## config.mk

```make
export PLATFORM = sky130hd
export DESIGN_NAME = eth_tx_framer_flat
export DESIGN_NICKNAME = d
export VERILOG_FILES = /design/src/rtl/eth_tx_framer_pkg.sv /design/src/rtl/eth_tx_framer_if.sv /design/src/rtl/eth_tx_framer_crc32.sv /design/src/rtl/eth_tx_framer.sv /design/src/flat_wrapper.sv
export SDC_FILE = /design/constraint.sdc
export NUM_CORES = 1
export LEC_CHECK = 0
export CAP_MARGIN = 25
export CORE_ASPECT_RATIO = 1.4
export CORE_MARGIN = 2
export CORE_UTILIZATION = 37
export CTS_CLUSTER_DIAMETER = 150
export DETAILED_ROUTE_END_ITERATION = 6
export PLACE_DENSITY = 0.51
export SYNTH_ARGS = -nofsm -noshare
export SYNTH_HDL_FRONTEND = slang
export SYNTH_SLANG_ARGS = --single-unit
```

## constraint.sdc

```tcl
create_clock -name i_clk -period 3.2 [get_ports i_clk]
set_input_delay 0.32 -clock i_clk [delete_from_list [all_inputs] [get_ports i_clk]]
set_output_delay 0.32 -clock i_clk [all_outputs]
set_load 0.005 [all_outputs]
```

## src/rtl/eth_tx_framer_pkg.sv

```systemverilog
// Shared definitions for the Ethernet transmit framer.
// Holds the fixed frame bytes, the CRC32 constants, the default frame size
// limits, the framer state encoding and the byte-wide CRC32 update function.
package eth_tx_framer_pkg;

  localparam logic [7:0]  ETH_PREAMBLE = 8'h55;
  localparam logic [7:0]  ETH_SFD      = 8'hD5;
  localparam logic [31:0] ETH_CRC_POLY = 32'hEDB88320;
  localparam logic [31:0] ETH_CRC_INIT = 32'hFFFFFFFF;

  localparam int unsigned ETH_MIN_PAYLOAD = 60;
  localparam int unsigned ETH_MAX_PAYLOAD = 1514;
  localparam int unsigned ETH_IFG_BYTES   = 12;

  typedef enum logic [2:0] {
    ST_IDLE = 3'd0,
    ST_PRE  = 3'd1,
    ST_SFD  = 3'd2,
    ST_DATA = 3'd3,
    ST_PAD  = 3'd4,
    ST_FCS  = 3'd5,
    ST_IFG  = 3'd6
  } txState_e;

  // Reflected CRC32: the byte enters at the LSB end and eight shift/xor
  // steps are unrolled into one combinational update.
  function automatic logic [31:0] crc32Byte(input logic [31:0] crcIn,
                                            input logic [7:0]  dataIn);
    logic [31:0] c;
    c = crcIn ^ {24'h000000, dataIn};
    for (int i = 0; i < 8; i++) begin
      c = c[0] ? ((c >> 1) ^ ETH_CRC_POLY) : (c >> 1);
    end
    return c;
  endfunction

endpackage

```

## src/rtl/eth_tx_framer_if.sv

```systemverilog
// Payload byte stream from the packet source into the framer.
//   s_data  : payload byte
//   s_valid : s_data valid
//   s_last  : final payload byte of the frame
//   s_ready : byte accepted this cycle when s_valid && s_ready
// The master modport is the packet source, the slave modport is the framer.
interface eth_tx_framer_if;

  logic [7:0] s_data;
  logic       s_valid;
  logic       s_last;
  logic       s_ready;

  modport master (output s_data, output s_valid, output s_last, input s_ready);
  modport slave  (input s_data, input s_valid, input s_last, output s_ready);

endinterface

```

## src/rtl/eth_tx_framer_crc32.sv

```systemverilog
// CRC32 accumulator for the framer's FCS.
//   i_clk, i_rstn : transmit clock, asynchronous active-low reset
//   i_init        : load the CRC seed (takes priority over i_en)
//   i_en          : absorb i_data into the running CRC
//   i_data        : byte to absorb
//   o_crc         : running CRC register (not inverted)
module eth_crc32
  import eth_tx_framer_pkg::*;
(
  input  logic        i_clk,
  input  logic        i_rstn,
  input  logic        i_init,
  input  logic        i_en,
  input  logic [7:0]  i_data,
  output logic [31:0] o_crc
);

  logic [31:0] crc_q;
  logic [31:0] crc_d;

  // Seeding wins over absorbing so a new frame can start without a
  // separate clear cycle.
  always_comb begin
    crc_d = crc_q;
    if (i_init) begin
      crc_d = ETH_CRC_INIT;
    end else if (i_en) begin
      crc_d = crc32Byte(crc_q, i_data);
    end
  end

  always_ff @(posedge i_clk or negedge i_rstn) begin
    if (!i_rstn) begin
      crc_q <= ETH_CRC_INIT;
    end else begin
      crc_q <= crc_d;
    end
  end

  assign o_crc = crc_q;

endmodule

```

## src/rtl/eth_tx_framer.sv

```systemverilog
// Ethernet transmit framer: wraps a payload byte stream with preamble, SFD,
// zero padding, CRC32 FCS and inter-frame gap, one byte per clock.
//   i_clk, i_rstn : 125 MHz transmit clock, asynchronous active-low reset
//   s             : payload stream (slave side of eth_tx_framer_if)
//   o_data        : registered frame byte to the DDR stage
//   o_en          : registered TX_EN
//   o_er          : registered TX_ER
//   o_busy        : framer is not idle
//   o_underrun    : registered one-cycle pulse when a frame is abandoned
module eth_tx_framer
  import eth_tx_framer_pkg::*;
#(
  parameter int unsigned MIN_PAYLOAD = ETH_MIN_PAYLOAD,
  parameter int unsigned MAX_PAYLOAD = ETH_MAX_PAYLOAD,
  parameter int unsigned IFG_BYTES   = ETH_IFG_BYTES
) (
  input  logic            i_clk,
  input  logic            i_rstn,
  eth_tx_framer_if.slave  s,
  output logic [7:0]      o_data,
  output logic            o_en,
  output logic            o_er,
  output logic            o_busy,
  output logic            o_underrun
);

  localparam logic [10:0] MIN_CNT  = 11'(MIN_PAYLOAD);
  localparam logic [10:0] MAX_CNT  = 11'(MAX_PAYLOAD);
  localparam logic [7:0]  IFG_LAST = 8'(IFG_BYTES - 1);
  // The IDLE start cycle already emits the first preamble byte, so PRE
  // only has to cover the remaining six.
  localparam logic [2:0]  PRE_LAST = 3'd5;

  txState_e    state_q, state_d;
  logic [10:0] payloadCnt_q, payloadCnt_d;
  logic [2:0]  preCnt_q, preCnt_d;
  logic [1:0]  fcsIdx_q, fcsIdx_d;
  logic [7:0]  ifgCnt_q, ifgCnt_d;
  logic        truncErr_q, truncErr_d;

  logic [7:0]  dataOut_q, dataOut_d;
  logic        enOut_q, enOut_d;
  logic        erOut_q, erOut_d;
  logic        underrunOut_q, underrunOut_d;

  logic        crcInit;
  logic        crcEn;
  logic [7:0]  crcByte;
  logic [31:0] crcValue;
  logic [31:0] fcsValue;
  logic [10:0] cntInc;

  eth_crc32 u_crc (
    .i_clk  (i_clk),
    .i_rstn (i_rstn),
    .i_init (crcInit),
    .i_en   (crcEn),
    .i_data (crcByte),
    .o_crc  (crcValue)
  );

  assign fcsValue = ~crcValue;
  assign cntInc   = payloadCnt_q + 11'd1;

  // State register plus every counter and the registered output stage.
  // Reset abandons whatever frame is in flight.
  always_ff @(posedge i_clk or negedge i_rstn) begin
    if (!i_rstn) begin
      state_q       <= ST_IDLE;
      payloadCnt_q  <= '0;
      preCnt_q      <= '0;
      fcsIdx_q      <= '0;
      ifgCnt_q      <= '0;
      truncErr_q    <= 1'b0;
      dataOut_q     <= '0;
      enOut_q       <= 1'b0;
      erOut_q       <= 1'b0;
      underrunOut_q <= 1'b0;
    end else begin
      state_q       <= state_d;
      payloadCnt_q  <= payloadCnt_d;
      preCnt_q      <= preCnt_d;
      fcsIdx_q      <= fcsIdx_d;
      ifgCnt_q      <= ifgCnt_d;
      truncErr_q    <= truncErr_d;
      dataOut_q     <= dataOut_d;
      enOut_q       <= enOut_d;
      erOut_q       <= erOut_d;
      underrunOut_q <= underrunOut_d;
    end
  end

  // Next-state and counter logic. s_last wins over the size limit, so a
  // frame that ends exactly at MAX_PAYLOAD is still a good frame.
  always_comb begin
    state_d      = state_q;
    payloadCnt_d = payloadCnt_q;
    preCnt_d     = preCnt_q;
    fcsIdx_d     = fcsIdx_q;
    ifgCnt_d     = ifgCnt_q;
    truncErr_d   = truncErr_q;
    unique case (state_q)
      ST_IDLE: begin
        if (s.s_valid) begin
          state_d      = ST_PRE;
          payloadCnt_d = '0;
          preCnt_d     = '0;
          fcsIdx_d     = '0;
          truncErr_d   = 1'b0;
        end
      end
      ST_PRE: begin
        preCnt_d = preCnt_q + 3'd1;
        if (preCnt_q == PRE_LAST) begin
          state_d = ST_SFD;
        end
      end
      ST_SFD: begin
        state_d = ST_DATA;
      end
      ST_DATA: begin
        if (s.s_valid) begin
          payloadCnt_d = cntInc;
          if (s.s_last) begin
            state_d = (cntInc < MIN_CNT) ? ST_PAD : ST_FCS;
          end else if (cntInc == MAX_CNT) begin
            state_d    = ST_FCS;
            truncErr_d = 1'b1;
          end
        end else begin
          state_d  = ST_IFG;
          ifgCnt_d = '0;
        end
      end
      ST_PAD: begin
        payloadCnt_d = cntInc;
        if (cntInc == MIN_CNT) begin
          state_d = ST_FCS;
        end
      end
      ST_FCS: begin
        fcsIdx_d = fcsIdx_q + 2'd1;
        if (fcsIdx_q == 2'd3) begin
          state_d  = ST_IFG;
          ifgCnt_d = '0;
        end
      end
      ST_IFG: begin
        ifgCnt_d = ifgCnt_q + 8'd1;
        if (ifgCnt_q == IFG_LAST) begin
          state_d = ST_IDLE;
        end
      end
      default: begin
        state_d = ST_IDLE;
      end
    endcase
  end

  // Output decode: what the output registers load at the next edge and
  // which byte the CRC absorbs. Pad bytes are zeros and are covered by
  // the CRC; the FCS goes out least-significant byte first.
  always_comb begin
    dataOut_d     = '0;
    enOut_d       = 1'b0;
    erOut_d       = 1'b0;
    underrunOut_d = 1'b0;
    crcInit       = 1'b0;
    crcEn         = 1'b0;
    crcByte       = s.s_data;
    unique case (state_q)
      ST_IDLE: begin
        if (s.s_valid) begin
          dataOut_d = ETH_PREAMBLE;
          enOut_d   = 1'b1;
          crcInit   = 1'b1;
        end
      end
      ST_PRE: begin
        dataOut_d = ETH_PREAMBLE;
        enOut_d   = 1'b1;
      end
      ST_SFD: begin
        dataOut_d = ETH_SFD;
        enOut_d   = 1'b1;
      end
      ST_DATA: begin
        enOut_d = 1'b1;
        if (s.s_valid) begin
          dataOut_d = s.s_data;
          crcEn     = 1'b1;
        end else begin
          erOut_d       = 1'b1;
          underrunOut_d = 1'b1;
        end
      end
      ST_PAD: begin
        enOut_d = 1'b1;
        crcEn   = 1'b1;
        crcByte = 8'h00;
      end
      ST_FCS: begin
        enOut_d   = 1'b1;
        erOut_d   = truncErr_q;
        dataOut_d = fcsValue[{fcsIdx_q, 3'b000} +: 8];
      end
      default: begin
      end
    endcase
  end

  assign s.s_ready  = (state_q == ST_DATA);
  assign o_busy     = (state_q != ST_IDLE);
  assign o_data     = dataOut_q;
  assign o_en       = enOut_q;
  assign o_er       = erOut_q;
  assign o_underrun = underrunOut_q;

endmodule

```

## src/flat_wrapper.sv

```systemverilog
// flat-port wrapper written by rule: the top's interface ports become plain ports
module eth_tx_framer_flat import eth_tx_framer_pkg::*;
#(
  parameter int unsigned MIN_PAYLOAD = ETH_MIN_PAYLOAD,
  parameter int unsigned MAX_PAYLOAD = ETH_MAX_PAYLOAD,
  parameter int unsigned IFG_BYTES   = ETH_IFG_BYTES
)
  (i_clk, i_rstn, o_data, o_en, o_er, o_busy, o_underrun, s_s_data, s_s_valid, s_s_last, s_s_ready);
  eth_tx_framer_if s_i ();
  input  logic i_clk;
  input  logic i_rstn;
  output logic [7:0] o_data;
  output logic o_en;
  output logic o_er;
  output logic o_busy;
  output logic o_underrun;
  input wire logic [$bits(s_i.s_data)-1:0] s_s_data;
  input wire logic [$bits(s_i.s_valid)-1:0] s_s_valid;
  input wire logic [$bits(s_i.s_last)-1:0] s_s_last;
  output wire logic [$bits(s_i.s_ready)-1:0] s_s_ready;
  assign s_i.s_data = s_s_data;
  assign s_i.s_valid = s_s_valid;
  assign s_i.s_last = s_s_last;
  assign s_s_ready = s_i.s_ready;
  eth_tx_framer #(.MIN_PAYLOAD(MIN_PAYLOAD), .MAX_PAYLOAD(MAX_PAYLOAD), .IFG_BYTES(IFG_BYTES)) u_core (.i_clk(i_clk), .i_rstn(i_rstn), .s(s_i), .o_data(o_data), .o_en(o_en), .o_er(o_er), .o_busy(o_busy), .o_underrun(o_underrun));
endmodule
```

* Yosys cells after proc, flatten, opt, wreduce, memory -nomap -nowiden
Index checks and enable logic that the tools add are counted.
Word-level totals: output and inout bits 13, word-level logic and storage cells 109, bits of input ports 12, bits in registers 71
Cells by class: $lt $le $gt $ge 1, equal/unequal tests 21, bitwise operators 10, multiplexer cells 46, reductions and logical operators 15, add/subtract/negate cells 4, shift operators 1
Operator list (number):
- 2-to-1 mux 32 bit | 10
- inverter 13 -> 14 bit | 8
- one-hot mux 8 bit (5 select lines) | 1
- one-hot mux 11 bit (3 select lines) | 1
- 2-to-1 mux 8 bit | 4
- inverter 32 bit | 1
- indexed part select 32 x 6 -> 8 bit | 1
- bitwise XOR 32 x 8 -> 32 bit | 1
- 2-to-1 mux 3 bit | 9
- one-hot mux 8 bit (3 select lines) | 1
- 2-to-1 mux 11 bit | 2
- one-hot mux 3 bit (7 select lines) | 1
- == test 3 bit, second input constant | 4
- adder 11 x 1 -> 11 bit, second input constant | 1
- == test 11 bit, second input constant | 1
- == test 11 x 6 -> 1 bit, second input constant | 1
- < comparator 11 x 6 -> 1 bit, second input constant | 1
- inequality test 2 x 1 -> 1 bit, second input constant | 5
- 2-to-1 mux 1 bit | 9
- nonzero test 3 bit | 3
- adder 8 x 1 -> 8 bit, second input constant | 1
- == test 8 x 4 -> 1 bit, second input constant | 1
- inequality test 2 bit, second input constant | 4
- one-hot mux 1 bit (2 select lines) | 4
- 17 further kinds | 23

* Depth between registers and ports, before layout
Gate-level depths: netlist of the first run.
word-level depth 21, mapped depth 8, gate-level depth less buffers 8

* Hierarchy
A second synthesis of the first run with hierarchy kept.
Second synthesis, totals: cells, all modules 484, area total of the unflattened synthesis 4619.4 um^2
Modules (own cells, without submodules):
- eth_tx_framer | cells each 292, area each 2541.2 um^2, seq. area each 975.9 um^2, times used 1
- eth_crc32 | cells each 192, area each 2078.2 um^2, seq. area each 840.8 um^2, times used 1

* Worst setup path after synthesis of the first run
No wires, ideal clock.
kind register -> register, from register u_core.state_q[1], to register u_core.u_crc.crc_q[24] (netlist: u_core.u_crc.o_crc[24]), data required time 3.127 ns, buffers on the path 1, stages on the path, launching flop included 8, arrival 2.062 ns, clock period less this slack 2.135 ns, setup time 0.073 ns, path slack 1.065 ns, cell sequence dfrtp_1 or3b_1 buf_6 nand2_4 xor2_4 xnor2_2 xnor3_1 a21oi_1
Between the ends: longest elaborated chain between the ends 18, elaborated cells on any way between the ends 23, those cells by class eq/ne: 2; mux: 13; bitwise: 6; reduce/logical: 2
Ends and longest elaborated chain:
- start: declaration | RTL line eth_tx_framer.sv:34 | txState_e state_q, state_d;
- start signal: assignment | RTL line eth_tx_framer.sv:80 | state_q <= state_d;
- == test 3 bit | RTL line eth_tx_framer.sv:171 | unique case (state_q)
- 2-to-1 mux 8 bit | RTL line eth_tx_framer.sv:171
- bitwise XOR 32 x 8 -> 32 bit | RTL line eth_tx_framer_pkg.sv:30 | c = crcIn ^ {24'h000000, dataIn};
- 2-to-1 mux 32 bit | RTL line eth_tx_framer_pkg.sv:32 | c = c[0] ? ((c >> 1) ^ ETH_CRC_POLY) : (c >> 1);
- inverter 13 -> 14 bit (no source line)
- 2-to-1 mux 32 bit | RTL line eth_tx_framer_pkg.sv:32
- inverter 13 -> 14 bit (no source line)
- 2-to-1 mux 32 bit (2 in series) | RTL line eth_tx_framer_pkg.sv:32
- inverter 13 -> 14 bit (no source line)
- 2-to-1 mux 32 bit | RTL line eth_tx_framer_pkg.sv:32
- inverter 13 -> 14 bit (no source line)
- 2-to-1 mux 32 bit (2 in series) | RTL line eth_tx_framer_pkg.sv:32
- inverter 13 -> 14 bit (no source line)
- 2-to-1 mux 32 bit | RTL line eth_tx_framer_pkg.sv:32
- 2-to-1 mux 32 bit | RTL line eth_tx_framer_crc32.sv:27 | end else if (i_en) begin
- 2-to-1 mux 32 bit | RTL line eth_tx_framer_crc32.sv:25 | if (i_init) begin
- end signal: assignment | RTL line eth_tx_framer_crc32.sv:36 | crc_q <= crc_d;
- end: declaration | RTL line eth_tx_framer_crc32.sv:18 | logic [31:0] crc_q;
Parallel ways exist; a longest one is shown, timed or not. The select of a mux whose other input is x is not followed. A chain may end at the register's enable or synchronous reset.

* Worst setup path in the final report of the first run
from register u_core.state_q[2], to register u_core.u_crc.crc_q[20] (netlist: u_core.u_crc.o_crc[20])
Between the ends: longest elaborated chain between the ends 18, elaborated cells on any way between the ends 24, those cells by class eq/ne: 2; mux: 13; bitwise: 7; reduce/logical: 2
Ends and longest elaborated chain (RTL line):
- == test 3 bit | eth_tx_framer.sv:171
- 2-to-1 mux 8 bit | eth_tx_framer.sv:171
- bitwise XOR 32 x 8 -> 32 bit | eth_tx_framer_pkg.sv:30
- 2-to-1 mux 32 bit | eth_tx_framer_pkg.sv:32
- inverter 13 -> 14 bit (no source line)
- 2-to-1 mux 32 bit (2 in series) | eth_tx_framer_pkg.sv:32
- inverter 13 -> 14 bit (no source line)
- 2-to-1 mux 32 bit | eth_tx_framer_pkg.sv:32
- inverter 13 -> 14 bit (no source line)
- 2-to-1 mux 32 bit (2 in series) | eth_tx_framer_pkg.sv:32
- inverter 13 -> 14 bit (no source line)
- 2-to-1 mux 32 bit | eth_tx_framer_pkg.sv:32
- inverter 13 -> 14 bit (no source line)
- 2-to-1 mux 32 bit | eth_tx_framer_pkg.sv:32
- 2-to-1 mux 32 bit | eth_tx_framer_crc32.sv:27
- 2-to-1 mux 32 bit | eth_tx_framer_crc32.sv:25
Parallel ways exist; a longest one is shown, timed or not. The select of a mux whose other input is x is not followed.

==> metrics.yaml, run 1 <==
cts:
  cts-hold-fix-buffers: 0
  max-clock-path-buffers: 2
  ctsResizeCount: 0
  clk_pin_slew_ns: 0.06
  clk_latency_ns: 0.33
  cts.sinks: 71
  htree_levels: 3
  cts_tree: "yes"
  post_cts_buffers: 0
  cts_buffers: 9
  clockRootBuffer: "clkbuf_16"
critical_path:
  rr_startpoint: "u_core.state_q[2]"
  r2r_slack_ns: 0.70
  arrival_ns: 2.76
  worstPathRequired_ns: 3.46
  crit_fanout: 9
  start_kind: "register"
  worstRegToRegCells: 6
  path_class: "register to register"
  startpoint: "u_core.state_q[2]"
  cp-end-kind: "register"
  reg2reg_to: "u_core.u_crc.o_crc[20]"
die:
  rows: 48
  core-area_mm2: 0.0123
  die_area_mm2: 0.0135
  die_w_um: 98.8
  pin_count: 25
  initial_core_util: 0.378
  floorplan.die.height_um: 137
timing:
  rsz0062_at_grt: "no"
  period_share: 0.782
  finalMaxSlewViolations: 0
  tns_ns: 0
  hold_viol_final: 0
  clock_skew_ns: 0.00808
  tightest_slew_ns: 0.946
  fmax_mhz: 400
  finalSetupViolations: 0
  slew_headroom: 0.369
  min_period_ns: 2.50
yosys:
  yosys_warnings: 0
  netlist_top_cells_count: "a21oi_1, xnor2_1, dfrtp_1"
  synthArstFlopShare: 1.00
  yosysUniqueCellTypes: 55
  synth_area_mm2: 0.00466
  synthTopCellsByArea: "dfrtp_1, dfstp_2, xnor2_1, xor2_1, a21oi_1"
  synth_edf_count: 0
  yosysTopAreaCell: "dfrtp_1"
  synth-seq-area-share: 0.390
  synth_most_common_cell: "a21oi_1"
  syn-num-nets: 493
  avgSynthCellArea_um2: 9.81
  synth_top_area_share: 0.209
  synth_cells: 475
  synth_seq_cells: 71
  synth_flop_cell: "dfrtp_1"
layout:
  layout-drive-gt1-share: 0.184
  syn2layout_area_growth_pct: 13.9
  utilization: 0.431
  fillers: 1164
  fin_nets: 508
  diodes: 0
  fin_area_mm2: 0.00531
global_routing:
  grt_max_degree: 72
  grt_pass1_wl_um: 19700
  grt_pass1_vias: 3612
  grt_antenna_before_repair: 0
  grt-ovfl-total: 0
  track_usage: 0.189
routing:
  drtIter0Drc: 73
  via_per_inst: 5.35
  wl_per_cell_um: 18.4
  via_count: 3448
  ant_nets: 0
  drt_wl_total_um: 11900
  dr.pass1.iters: 5
  route.detailed.drc: 0
power_and_ir_drop:
  ir_drop_mv: 0.621
  leakage_nw: 2.01
  p_per_area_mw_per_mm2: 1020
place:
  hpwlAfterDp_um: 8540
  io_buffers: 24
  place_area_mm2: 0.00505
  place_congestion: 0.864
run:
  drv_cap: 0
run_status:
  status: "finished, final reports clean"
min_path:
  min_path_type: "primary input to asynchronous set/reset pin"
==> per-stage QoR <==
step	hold WS, ns	setup slack [ns]	total power, mW	cells
after floorplan	0.0244	1.07	3.95	475
after global placement	0.481	0.717	4.59	629
after detailed placement	0.506	0.673	4.60	629
after CTS	0.175	0.662	5.53	645
after global routing	0.188	0.561	5.85	645
final	0.119	0.698	5.43	645
==> worst max-delay path: stages, from the launching register on <==
cell     delay, ns
dfrtp_1       0.45
or3b_1        0.65
nand2_2       0.23
xor2_4        0.28
xnor3_1       0.51
xnor2_1       0.16
a21oi_1       0.15
==> worst max-delay path by stage <==
stage / endpoint / slack [ns] / cells after the start
2_1_floorplan: u_core.u_crc.o_crc[24] / 1.07 / 7
3_3_place_gp: u_core.u_crc.o_crc[23] / 0.72 / 6
3_5_place_dp: u_core.u_crc.o_crc[23] / 0.67 / 6
4_1_cts: u_core.u_crc.o_crc[20] / 0.66 / 6
5_1_grt: u_core.u_crc.o_crc[20] / 0.56 / 6
6_report: u_core.u_crc.o_crc[20] / 0.70 / 6
==> state kept, by name (all words and copies together), names as in the netlist <==
register and cells:
u_core.fcsIdx_q 2, u_core.ifgCnt_q 8, u_core.truncErr_q 1, u_core.o_en 1, u_core.payloadCnt_q 11, u_core.state_q 3, u_core.u_crc.o_crc 32, u_core.o_data 8
u_core.o_underrun 1, u_core.o_er 1, u_core.preCnt_q 3
==> final cells by class <==
class | count | area [um^2] | share of cell area
Multi-Input combinational cell | 366 | 2700 | 0.508
Sequential cell | 71 | 1820 | 0.342
Timing Repair Buffer | 35 | 320 | 0.0604
Clock buffer | 11 | 233 | 0.0439
Tap cell | 150 | 188 | 0.0354
Inverter | 7 | 26.3 | 0.00495
Clock inverter | 5 | 25.0 | 0.00472
==> cells by family (layout without fill, tap and decap cells) <==
| family | count (synthesis) | count (layout) | synth area share |
|---|---|---|---|
| AOI/OAI and AO/OA | 114 | 114 | 0.142 |
| xor gates and xnor gates | 87 | 87 | 0.216 |
| adders and majority gates | 6 | 6 | 0.0161 |
| buffers and inverters | 38 | 58 | 0.0330 |
| DFF | 71 | 71 | 0.390 |
| muxes | 9 | 9 | 0.0411 |
| and+or+nand+nor | 150 | 150 | 0.162 |
==> cell usage in the layout, fill, tap and decap left out, types with 2 or more instances in the layout <==
| cell type | count |
|---|---|
| xor2_2 | 4 |
| ha_1 | 6 |
| clkinv_2 | 5 |
| or3_1 | 6 |
| dfrtp_1 | 39 |
| nand2_1 | 29 |
| xnor2_1 | 40 |
| nor4_1 | 2 |
| mux4_2 | 8 |
| nand2_2 | 4 |
| o31ai_1 | 2 |
| and2_1 | 3 |
| buf_4 | 12 |
| clkbuf_16 | 9 |
| o22a_1 | 2 |
| a21o_1 | 2 |
| nand4_1 | 3 |
| xnor2_2 | 4 |
| o21a_1 | 5 |
| o22ai_1 | 5 |
| xnor3_1 | 4 |
| nand2b_1 | 3 |
| xor2_4 | 5 |
| clkdlybuf4s50_1 | 23 |
| xor2_1 | 28 |
| nand2_4 | 2 |
| a21oi_1 | 44 |
| nand3_1 | 14 |
| nor2b_1 | 8 |
| nor2_1 | 30 |
| clkbuf_1 | 2 |
| dfstp_2 | 32 |
| a31oi_1 | 7 |
| a22o_1 | 2 |
| inv_1 | 7 |
| and3_1 | 6 |
| o21ai_0 | 35 |
| or2_2 | 2 |
| nor3_1 | 33 |
==> report_power, final <==
part / switching, mW / internal [mW]
sequential: 0.308 / 1.38
clock: 0.378 / 0.518
combinational: 1.32 / 1.53
==> layer usage <==
metal  vias up  wire length [um]  track usage
met2        52              6260        0.335
met1      1686              5050        0.232
li1       1695                 -            -
met3        15               318       0.0312
met5         -                 0            0
met4         0               230       0.0639
Note: power is estimated with default switching activity, not from simulation.
==> run 2: changes to the inputs <==
==> constraint.sdc (replaced) <==
create_clock -name i_clk -period 2.33 [get_ports i_clk]
set_input_delay 0.233 -clock i_clk [delete_from_list [all_inputs] [get_ports i_clk]]
set_output_delay 0.233 -clock i_clk [all_outputs]
set_load 0.005 [all_outputs]
==> run 2 against run 1 <==
  * Cell area grew 5.5%
  * Highest routed layer unchanged
  * Critical path type unchanged
  * Fmax grew 14%
  * Clock skew grew 0.0011 ns
  * Combinational power up 50%
  * First-iteration DRC count rose by 140%
  * Final cell count grew 4.5%
  * Count of clock-buffer cells in the layout rose by 1
  * Critical path depth is 1 higher
  * Core utilization up 2.4 points
==> metrics.yaml, run 2 (synthesis gave the netlist of run 1 again) <==
run_status:
  status: "finished, final reports clean"
critical_path:
  cp_num_cells: 7  # +1
  critPathMaxStageDelay_ns: 0.48  # -0.17 ns
  reg2reg_to: "u_core.u_crc.o_crc[20]"
  path_cells: "or3b_1, buf_4, nand2_2, xor2_4, xnor3_1, xnor2_1, a21oi_1"
  crit_slowest_cell: "xnor3_1"
  worst-path-buf-inv: 1  # +1
  worstRegToRegCells: 7  # +1
  path_class: "register to register"
  critPathTopFamily: "XOR/XNOR gates"
  worstPathRequired_ns: 2.60  # -0.86 ns
  rr_startpoint: "u_core.state_q[1]"
  start_kind: "register"
  cp-end-kind: "register"
  crit_fanout: 9  # unchanged
  r2r_slack_ns: 0.13  # -0.57 ns
  arrival_ns: 2.47  # -0.29 ns
die:
  core-area_mm2: 0.0123  # unchanged
  initial_core_util: 0.378  # unchanged
  die_area_mm2: 0.0135  # unchanged
  rows: 48  # unchanged
  floorplan.die.height_um: 137  # unchanged
  die_w_um: 98.8  # unchanged
  pin_count: 25  # unchanged
layout:
  fillers: 1166  # +0.17%
  layout-drive-gt1-share: 0.231  # +0.0471
  layout.cells.most_common: "a21oi_1"
  diodes: 0  # unchanged
  fin_nets: 537  # +5.7%
  fin_cells: 674  # +4.5%
  layout_common_cells: "a21oi_1, xnor2_1, dfrtp_1, buf_4, o21ai_0"
  largest_reg_flops: 32  # unchanged
  multi_input_area_mm2: 0.00270  # about the same
  syn2layout_area_growth_pct: 20.1
  seqCellArea_mm2: 0.00182  # unchanged
cts:
  clk_latency_ns: 0.34  # about the same
  clk_pin_slew_ns: 0.06  # about the same
  htree_levels: 3  # unchanged
  cts_buffers: 9  # unchanged
  clockRootBuffer: "clkbuf_16"
  cts.sinks: 71  # unchanged
  max-clock-path-buffers: 2  # unchanged
  cts_tree: "yes"
timing:
  tightest_slew_ns: 0.552  # -0.394 ns
  fmax_mhz: 454  # +14%
  finalSetupViolations: 0  # unchanged
  min_period_ns: 2.20  # -0.298 ns
  finalMaxSlewViolations: 0  # unchanged
  period_share: 0.946  # +0.164
  clock_skew_ns: 0.00918  # +0.00110 ns
  tns_ns: 0  # unchanged
  rsz0062_at_grt: "no"
  hold_viol_final: 0  # unchanged
  slew_headroom: 0.632  # +0.263
place:
  io_buffers: 24  # unchanged
  place_congestion: 0.870  # +0.69%
  dp_cells: 657  # +4.5%
  hpwlAfterDp_um: 8630  # +1.1%
routing:
  drt_wl_total_um: 11900  # unchanged
  drtIter0Drc: 172  # +140%
  route.detailed.drc: 0  # unchanged
  via_per_inst: 5.42  # +1.4%
  wl_per_cell_um: 17.6  # -4.3%
  via_count: 3654  # +6.0%
  dr.pass1.iters: 5  # unchanged
  ant_nets: 0  # unchanged
global_routing:
  track_usage: 0.187  # -0.00178
  grt_pass1_wl_um: 19300  # -2.0%
  use_met3: 0.0199  # -0.0112
  grt-ovfl-total: 0  # unchanged
  grt_antenna_before_repair: 0  # unchanged
  grt_pass1_vias: 3635  # +0.64%
  grt.busiest_layer: "met2"
  met2_usage: 0.325  # -0.0105
  grt_max_degree: 48  # -33%
  grtUsageMet1: 0.228  # -0.00363
power_and_ir_drop:
  ir_drop_mv: 0.963  # +55%
  p_per_area_mw_per_mm2: 1430  # +39%
  leakage_nw: 2.17  # +8.4%
run:
  drv_cap: 0  # unchanged
min_path:
  min_path_type: "primary input to asynchronous set/reset pin"
## run 2: cell types whose count changed in the layout (fill, tap and decap cells not counted), sizes merged
cell / change
bufinv: +1
dlygate4sd3: +1
clkbuf: +1
clkinv: -2
buf: +28
## run 2: worst register-to-register path: stages, from the launching register on
cell and delay, ns:
dfrtp_1 0.43, or3b_1 0.39, buf_4 0.21, nand2_2 0.13, xor2_4 0.20, xnor3_1 0.48, xnor2_1 0.15, a21oi_1 0.15
## run 2: area by class of cell
cell class | instances | area share
Inverter | 7 | 0.00469
Clock buffer | 12 | 0.0458
Multi-Input combinational cell | 366 | 0.482
Sequential cell | 71 | 0.325
Tap cell | 150 | 0.0335
Timing Repair Buffer | 64 | 0.101
Clock inverter | 4 | 0.00805
## run 2: metal layers
layer  share of wire  routed length (um)
met1            0.43                5100
met2            0.51                6080
met3           0.026                 305
met4           0.032                 374
met5               0                   0
## run 2: metrics by stage
stage / utilization / power, mW / area, um^2 / hold slack, ns / setup WS [ns]
global route: 0.455 / 8.54 / 5600 / 0.480 / 0.0155
floorplan: - / 5.43 / 4660 / -0.0626 / 0.195
finish: 0.455 / 7.99 / 5600 / 0.425 / 0.126
detailed placement: 0.429 / 6.64 / 5280 / 0.268 / 0.0987
CTS: 0.454 / 8.11 / 5590 / 0.450 / 0.113
global placement: 0.429 / 6.60 / 5280 / 0.260 / 0.127
## run 2: worst max path at each step
stage | start | endpoint | slack [ns]
after floorplan | u_core.state_q[1] | u_core.u_crc.o_crc[24] | 0.20
after global placement | s_s_data[1] | u_core.u_crc.o_crc[19] | 0.13
after detailed placement | s_s_data[1] | u_core.u_crc.o_crc[19] | 0.1
after CTS | u_core.state_q[0] | u_core.u_crc.o_crc[20] | 0.11
after global routing | u_core.state_q[0] | u_core.u_crc.o_crc[20] | 0.02
final | u_core.state_q[1] | u_core.u_crc.o_crc[20] | 0.13
## run 2: power by group
part / internal [mW] / total [mW] / switching (mW)
Clock: 0.882 / 1.41 / 0.525
Sequential: 1.89 / 2.31 / 0.416
Combinational: 2.40 / 4.28 / 1.88
## run 2: timing repair
| item | CTS | global route |
|---|---|---|
| setup buffers | 0 | 0 |
| hold buffers | 1 | 0 |
| endpoints found under the setup margin | 0 | 1 |
| hold endpoints to repair | 29 | 0 |
| gates resized for setup | 0 | 1 |
==> run 3: changes to the inputs <==
--- a/config.mk
+++ b/config.mk
@@ -8,10 +8,11 @@
 export CAP_MARGIN = 25
 export CORE_ASPECT_RATIO = 1.4
 export CORE_MARGIN = 2
-export CORE_UTILIZATION = 37
+export CORE_UTILIZATION = 61
+export CTS_BUF_LIST = sky130_fd_sc_hd__clkbuf_16
 export CTS_CLUSTER_DIAMETER = 150
 export DETAILED_ROUTE_END_ITERATION = 6
-export PLACE_DENSITY = 0.51
+export PLACE_DENSITY = 0.78
 export SYNTH_ARGS = -nofsm -noshare
 export SYNTH_HDL_FRONTEND = slang
 export SYNTH_SLANG_ARGS = --single-unit
==> run 3 against run 2 <==
  * Non-clock buffer count down 11
  * Count of clock-buffer cells in the layout fell by 3
  * Global-route usage up 11 points
  * Die area decreased by 38%
  * Critical path depth did not move
  * Critical path type unchanged
  * Largest power group unchanged
==> metrics.yaml, run 3 (synthesis gave the netlist of run 1 again) <==
layout:
  fillers: 505  # -57%
  seqCellArea_mm2: 0.00182  # unchanged
  fin_nets: 526  # -2.0%
  multi_input_area_mm2: 0.00270  # about the same
  layout_common_cells: "a21oi_1, xnor2_1, dfrtp_1, o21ai_0, nor3_1"
  largest_reg_flops: 32  # unchanged
  layout.cells.most_common: "a21oi_1"
  layout-drive-gt1-share: 0.212  # -0.0184
  utilization: 0.749  # +0.295
  syn2layout_area_growth_pct: 18.4
  fin_cells: 610  # -9.5%
  diodes: 0  # unchanged
  fin_area_mm2: 0.00552  # -1.4%
critical_path:
  critPathTopFamily: "XOR/XNOR gates"
  worstPathRequired_ns: 2.60  # about the same
  start_kind: "register"
  crit_fanout: 6  # -3
  crit_slowest_cell: "xnor3_1"
  path_class: "register to register"
  arrival_ns: 2.46  # about the same
  critPathMaxStageDelay_ns: 0.46  # -0.02 ns
  path_cells: "or3b_1, buf_4, nand2_2, xor2_4, xnor3_1, xnor2_1, a21oi_1"
  worst-path-buf-inv: 1  # unchanged
  cp-end-kind: "register"
routing:
  via_per_inst: 6.14  # +13%
  via_count: 3748  # +2.6%
  dr.pass1.iters: 5  # unchanged
  route.detailed.drc: 0  # unchanged
  drt_wl_total_um: 11400  # -4.1%
  drtIter0Drc: 238  # +38%
  ant_nets: 0  # unchanged
  wl_per_cell_um: 18.6  # +5.9%
run:
  drv_cap: 0  # unchanged
place:
  io_buffers: 24  # unchanged
  dp_cells: 593  # -9.7%
  place_area_mm2: 0.00512  # -3.1%
  hpwlAfterDp_um: 7880  # -8.6%
  place_congestion: 0.887  # +2.0%
cts:
  htree_levels: 3  # unchanged
  cts.sinks: 71  # unchanged
  cts_tree: "yes"
  clk_pin_slew_ns: 0.06  # about the same
  cts_buffers: 9  # unchanged
  max-clock-path-buffers: 2  # unchanged
  clk_latency_ns: 0.34  # about the same
  clockRootBuffer: "clkbuf_16"
die:
  rows: 37  # -23%
  pin_count: 25  # unchanged
  core-area_mm2: 0.00736  # -40%
  initial_core_util: 0.633  # +0.255
  die_w_um: 77.9  # -21%
  floorplan.die.height_um: 107  # -21%
  die_area_mm2: 0.00836  # -38%
min_path:
  min_path_type: "primary input to asynchronous set/reset pin"
timing:
  rsz0062_at_grt: "no"
  period_share: 0.942  # -0.00344
  fmax_mhz: 455  # +0.36%
  slew_headroom: 0.629  # -0.00298
  min_period_ns: 2.20  # -0.00801 ns
  finalSetupViolations: 0  # unchanged
  clock_skew_ns: 0.00612  # -0.00306 ns
  hold_viol_final: 0  # unchanged
  finalMaxSlewViolations: 0  # unchanged
  tightest_slew_ns: 0.556  # +0.00447 ns
power_and_ir_drop:
  ir_drop_mv: 1.21  # +25%
  leakage_nw: 2.15  # -1.0%
  p_per_area_mw_per_mm2: 1510  # +5.6%
global_routing:
  grt_pass1_wl_um: 18700  # -3.0%
  grt_antenna_before_repair: 0  # unchanged
  track_usage: 0.295  # +0.108
  grt-ovfl-total: 0  # unchanged
  grt_pass1_vias: 3756  # +3.3%
  grt_max_degree: 51  # +6.3%
run_status:
  status: "finished, final reports clean"
-- run 3: worst paths after layout --
path | from | end | slack [ns] | depth (start not counted)
max | u_core.state_q[1] | u_core.u_crc.o_crc[23] | 0.13 | 7
min | i_rstn | u_core.payloadCnt_q[3] | 0.41 | 2
max reg2reg | u_core.state_q[1] | u_core.u_crc.o_crc[23] | 0.13 | 7
min reg2reg | u_core.truncErr_q | u_core.truncErr_q | 0.50 | 2
max in group asynchronous | i_rstn | u_core.u_crc.o_crc[11] | 1.20 | 3
min in group i_clk | u_core.truncErr_q | u_core.truncErr_q | 0.50 | 2
-- run 3: power breakdown --
part / switching, mW / leakage, nW / internal, mW / total (mW)
Sequential: 0.425 / 0.799 / 1.89 / 2.32
Clock: 0.535 / 0.187 / 1.26 / 1.79
Combinational: 1.91 / 1.17 / 2.30 / 4.21
-- run 3: cell type report --
| type | count | share of cell area |
|---|---|---|
| Sequential cell | 71 | 0.329 |
| Clock buffer | 9 | 0.0408 |
| Inverter | 7 | 0.00476 |
| Clock inverter | 7 | 0.0288 |
| Multi-Input combinational cell | 366 | 0.489 |
| Tap cell | 97 | 0.0220 |
| Timing Repair Buffer | 53 | 0.0855 |
-- run 3: through the flow --
step	power, mW	setup WS [ns]	setup TNS [ns]	hold slack [ns]
after floorplan	5.43	0.195	0	-0.0626
after global placement	6.38	0.0869	0	0.241
after detailed placement	6.49	-0.000546	-0.000546	0.246
after CTS	8.34	0.129	0	0.420
after global routing	8.79	0.00335	0	0.452
final	8.32	0.134	0	0.412
-- run 3: per-layer routing --
layer	up-vias	part of all wire	GRT usage
li1	1727	-	-
met1	1857	0.38	0.334
met5	-	0	0
met4	0	0.033	0.151
met2	125	0.54	0.527
met3	39	0.043	0.0554
-- run 3: timing repair --
item | in CTS | in global routing
gates resized for setup | 0 | 1
hold buffers | 1 | 0
hold endpoints to repair | 7 | 0
buffers inserted | 0 | 0
endpoints found under the setup margin | 0 | 1
